==> src/rtl/count_monitor_pkg.sv <==
// Shared constants for count_monitor: default count width and match-FSM state encodings.
package count_monitor_pkg;
  localparam int WIDTH_DEF = 4;

  localparam logic [1:0] IDLE  = 2'd0;
  localparam logic [1:0] ARMED = 2'd1;
  localparam logic [1:0] HIT   = 2'd2;
endpackage

==> src/rtl/count_edge_detect.sv <==
// Tracks the previous count sample and flags wraps (all-ones -> zero) and, when
// COUNT_MONITOR_STEP_CHECK_EN is defined, any step other than +1 (holds included).
module count_edge_detect
  import count_monitor_pkg::*;
#(
  parameter int WIDTH = WIDTH_DEF
) (
  input  logic             clock,
  input  logic             clear,
  input  logic [WIDTH-1:0] count,
  output logic             wrap,
  output logic             step_bad
);

  logic [WIDTH-1:0] prev;
  logic             prev_vld;

  // prev_vld keeps a clear-forced zero from looking like a wrap
  always_ff @(posedge clock or posedge clear) begin
    if (clear) begin
      prev     <= '0;
      prev_vld <= 1'b0;
    end else begin
      prev     <= count;
      prev_vld <= 1'b1;
    end
  end

  assign wrap = prev_vld && (prev == '1) && (count == '0);

`ifdef COUNT_MONITOR_STEP_CHECK_EN
  localparam logic [WIDTH-1:0] ONE = WIDTH'(1);
  assign step_bad = prev_vld && (count != (prev + ONE));
`else
  assign step_bad = 1'b0;
`endif

endmodule

==> src/rtl/count_monitor.sv <==
// Counter monitor: wrap pulses/count/overflow, one-shot target match FSM and an
// optional sticky step-error flag enabled by COUNT_MONITOR_STEP_CHECK_EN.
module count_monitor
  import count_monitor_pkg::*;
#(
  parameter int WIDTH = WIDTH_DEF
) (
  input  logic             clock,
  input  logic             clear,
  input  logic [WIDTH-1:0] count,
  input  logic [WIDTH-1:0] target,
  input  logic             arm,
  output logic             wrap_pulse,
  output logic [WIDTH-1:0] wrap_cnt,
  output logic             wrap_ovf,
  output logic             match_pulse,
  output logic             busy,
  output logic             step_err
);

  localparam logic [WIDTH-1:0] ONE = WIDTH'(1);

  logic             wrap;
  logic             step_bad;
  logic [1:0]       state;
  logic [1:0]       state_nxt;
  logic [WIDTH-1:0] tgt_q;

  count_edge_detect #(.WIDTH(WIDTH)) u_edge (
    .clock    (clock),
    .clear    (clear),
    .count    (count),
    .wrap     (wrap),
    .step_bad (step_bad)
  );

  always_comb begin
    state_nxt = state;
    case (state)
      IDLE:    if (arm) state_nxt = ARMED;
      ARMED:   if (count == tgt_q) state_nxt = HIT;
      HIT:     state_nxt = IDLE;
      default: state_nxt = IDLE;
    endcase
  end

  // busy/match_pulse are registered from the next state so they never glitch
  always_ff @(posedge clock or posedge clear) begin
    if (clear) begin
      state       <= IDLE;
      tgt_q       <= '0;
      busy        <= 1'b0;
      match_pulse <= 1'b0;
      wrap_pulse  <= 1'b0;
      wrap_cnt    <= '0;
      wrap_ovf    <= 1'b0;
    end else begin
      state       <= state_nxt;
      busy        <= (state_nxt == ARMED);
      match_pulse <= (state_nxt == HIT);
      if (state == IDLE && arm) tgt_q <= target;
      wrap_pulse  <= wrap;
      if (wrap) begin
        wrap_cnt <= wrap_cnt + ONE;
        if (wrap_cnt == '1) wrap_ovf <= 1'b1;
      end
    end
  end

`ifdef COUNT_MONITOR_STEP_CHECK_EN
  always_ff @(posedge clock or posedge clear) begin
    if (clear) step_err <= 1'b0;
    else if (step_bad) step_err <= 1'b1;
  end
`else
  assign step_err = step_bad;
`endif

endmodule

==> config.mk <==
export PLATFORM = sky130hd
export DESIGN_NAME = count_monitor
export DESIGN_NICKNAME = d
export VERILOG_FILES = /design/src/rtl/count_monitor_pkg.sv /design/src/rtl/count_edge_detect.sv /design/src/rtl/count_monitor.sv
export SDC_FILE = /design/constraint.sdc
export NUM_CORES = 1
export LEC_CHECK = 0
export ABC_AREA = 1
export CAP_MARGIN = 10
export CORE_ASPECT_RATIO = 1.5
export CORE_MARGIN = 3
export CORE_UTILIZATION = 40
export CTS_CLUSTER_SIZE = 30
export DETAILED_ROUTE_END_ITERATION = 8
export GPL_ROUTABILITY_DRIVEN = 0
export PLACE_DENSITY_LB_ADDON = 0.15
export SLEW_MARGIN = 0
export SYNTH_ARGS = -nofsm -noshare
export SYNTH_HDL_FRONTEND = slang
export SYNTH_SLANG_ARGS = --single-unit
==> constraint.sdc <==
create_clock -name clock -period 2.6 [get_ports clock]
set_input_delay 0.52 -clock clock [delete_from_list [all_inputs] [get_ports clock]]
set_output_delay 0.52 -clock clock [all_outputs]
set_load 0.01 [all_outputs]
==> metrics.txt <==
outcome=finished clean; fmax=553.5 MHz; final worst path period share=0.6948; largest net degree at the start of global routing=20; R2R cell count=4; CP delay by family, top=buffers and inverters; Netlist Area Pre-Place=809.5 sq um; Area growth syn-to-layout=27.82%; nets=127; Fin. Hold Viols=0; Seq cells post-synth=19; R2R Setup Slk=1.53 ns; # IOs=20; IO buf count=18; Post-CTS Hold Buffers=0; Setup CP Type=flip-flop to output pin; GR Overflow Total=0; crit-path max FO=5; synth unique cells=18; share of layout cells above drive strength 1=0.08772; worst slack at placement=0.9127 ns; Tot GR Track Use=0.1150; Register Area=475.5 sq um; Die Footprint=2611 sq um; DIE HEIGHT=61.10 um; vias in the first global route=546; Adder-Cell Fraction of Synth Area=0.01546; Final WS setup=0.7934 ns; vias per cell=4.496; htree depth=1; non-filler cells, final=135; clk sinks=19; Initial Utilization=0.4310; initial antenna violation count=0; max incr delay on CP=0.56 ns; DR vias=607; combinational family with the most area after synthesis=simple AND/OR/NAND/NOR gates; PostCTS Resize Cnt=0; Longest Clk Path Bufs=2; DR WL/cell=9.637 um; first-pass GRT wire length=2125 um; WL final=1301 um; clk slew on worst S/H paths=0.10 ns; filler instances=172; Worst Hold Class=flip-flop to flip-flop; post-synth net total=105; DRT iter0 DRCs=5; # rows=19; final instance area=1035 sq um; XOR/XNOR share of the synthesized area=0.02164; CTS tree=done; RSZ-0062 raised after global routing=no; mux contribution to synthesized area=0; Critical Path Sink Type=output pin; P_leak=0.5457 nW; VDD IR max=0.4645 mV; Synth Warn #=0; fin crit period=1.807 ns; Syn Inst Count=93; die width=42.73 um; TritonCTS buffer count=3; CTS Root Cell=clkbuf_4; Buf/Inv on CP=1; Post-DRT Antenna Nets=0; Multi-input gate area=277.8 sq um; reg2reg end=wrap_ovf; Worst Tran Pin Value=0.6913 ns; CP arrival=1.29 ns; Fin Clk Skew=0.001864 ns; worst endpoint required time=2.08 ns; crit start category=flip-flop; Final Max Slew Viols=0; Core ar.=1878 sq um; Avg Inst Size Synth=8.705 sq um; Crit-path slowest cell=clkdlybuf4s50_1; placed cell areas=1008 sq um; number of placed cells counting well taps=131; Clk Latency, worst-skew pair=0.29 ns; Pwr Density=683.7 nW/um^2; CP Depth=1; CP endpoint=wrap_cnt[0]; final setup fails=0; Critical R2R Launch=wrap_cnt[0]; Post-CTS Setup Bufs=0; ordered list of cells on the worst path=clkdlybuf4s50_1; Synth Area in Compound Gates=0.02473; Fin Setup TNS=0 ns; Max-cap violations=0; diode count=0; post-synthesis sequential area ratio=0.5873; DRC viols=0; total power=707.5 uW; Slew HR=0.5386; Simple-Gate Fraction of Synth Area=0.2720; Pre-Repair DR Iteration Count=4; Critical path origin=wrap_cnt[0]; Detailed Place HPWL=1018 um
[per-stage QoR]
step                      utilization  hold slack (ns)
after floorplan                     -           0.4711
after global placement         0.5370           0.4500
after detailed placement       0.5370           0.4611
after CTS                      0.5510           0.4818
after global routing           0.5510           0.5311
final                          0.5510           0.4750
[how the worst min path moves through the flow]
stage	start	to	slack, ns	cells past startpoint
2_1_floorplan	clear	busy	0.47	1
3_3_place_gp	wrap_ovf	wrap_ovf	0.45	2
5_1_grt	wrap_ovf	wrap_ovf	0.53	2
6_report	wrap_ovf	wrap_ovf	0.48	2
4_1_cts	wrap_ovf	wrap_ovf	0.48	2
3_5_place_dp	wrap_ovf	wrap_ovf	0.46	2
[kinds of logic (layout without fill, tap and decap cells)]
logic type,count (synthesis),count (layout)
adders and majority gates,1,1
xor gates and xnor gates,2,2
and+or+nand+nor,51,51
other,2,2
AOI/OAI and AO/OA,4,4
buffers and inverters,14,35
DFF,19,19
[cell usage in the layout, fill, tap and decap left out, drive strengths merged]
cell,n
and3,1
nor2,13
nand2,34
xor2,1
clkbuf,4
nand3b,1
dfrtp,19
clkdlybuf4s50,18
ha,1
xnor2,1
a21oi,4
conb,2
nand3,2
inv,13
[layout make-up]
class | instances | share of cell area
Clock buffer | 4 | 0.02539
Inverter | 13 | 0.04716
Multi-Input combinational cell | 60 | 0.2684
Sequential cell | 19 | 0.4595
Tap cell | 21 | 0.02539
Timing Repair Buffer | 18 | 0.1741
[power breakdown]
group	internal (mW)	switching [mW]
Sequential	0.352	0.0254
Clock	0.0597	0.0866
Combinational	0.0804	0.104
[layer usage]
| metal | vias up | wire length, um | part of all wire | track usage |
|---|---|---|---|---|
| met5 | - | 0 | 0 | 0 |
| met4 | 0 | 31 | 0.024 | 0.1067 |
| met3 | 4 | 63 | 0.048 | 0.01754 |
| li1 | 314 | - | - | - |
| met2 | 16 | 664 | 0.51 | 0.1996 |
| met1 | 273 | 542 | 0.42 | 0.1180 |
[sequential cells by signal, indices dropped and copies added (netlist names)]
register,count
wrap_cnt,4
wrap_ovf,1
wrap_pulse,1
u_edge.prev_vld,1
u_edge.prev,4
state,2
tgt_q,4
match_pulse,1
busy,1
[cell usage after synthesis]
library cell	number	area [sq um]
and3_1	1	6.260
ha_1	1	12.51
xnor2_1	1	8.760
nand3_1	1	5.000
a21oi_1	4	20.02
nand3_2	1	10.01
buf_4	1	7.510
dfrtp_1	19	475.5
nand2_1	33	123.9
inv_1	11	41.29
xor2_1	1	8.760
nand2_2	1	6.260
inv_2	2	7.510
nor2_2	2	12.51
nor2_1	10	37.54
nor2_4	1	11.26
nand3b_1	1	7.510
conb_1	2	7.510
Note: power is estimated with default switching activity, not from simulation.
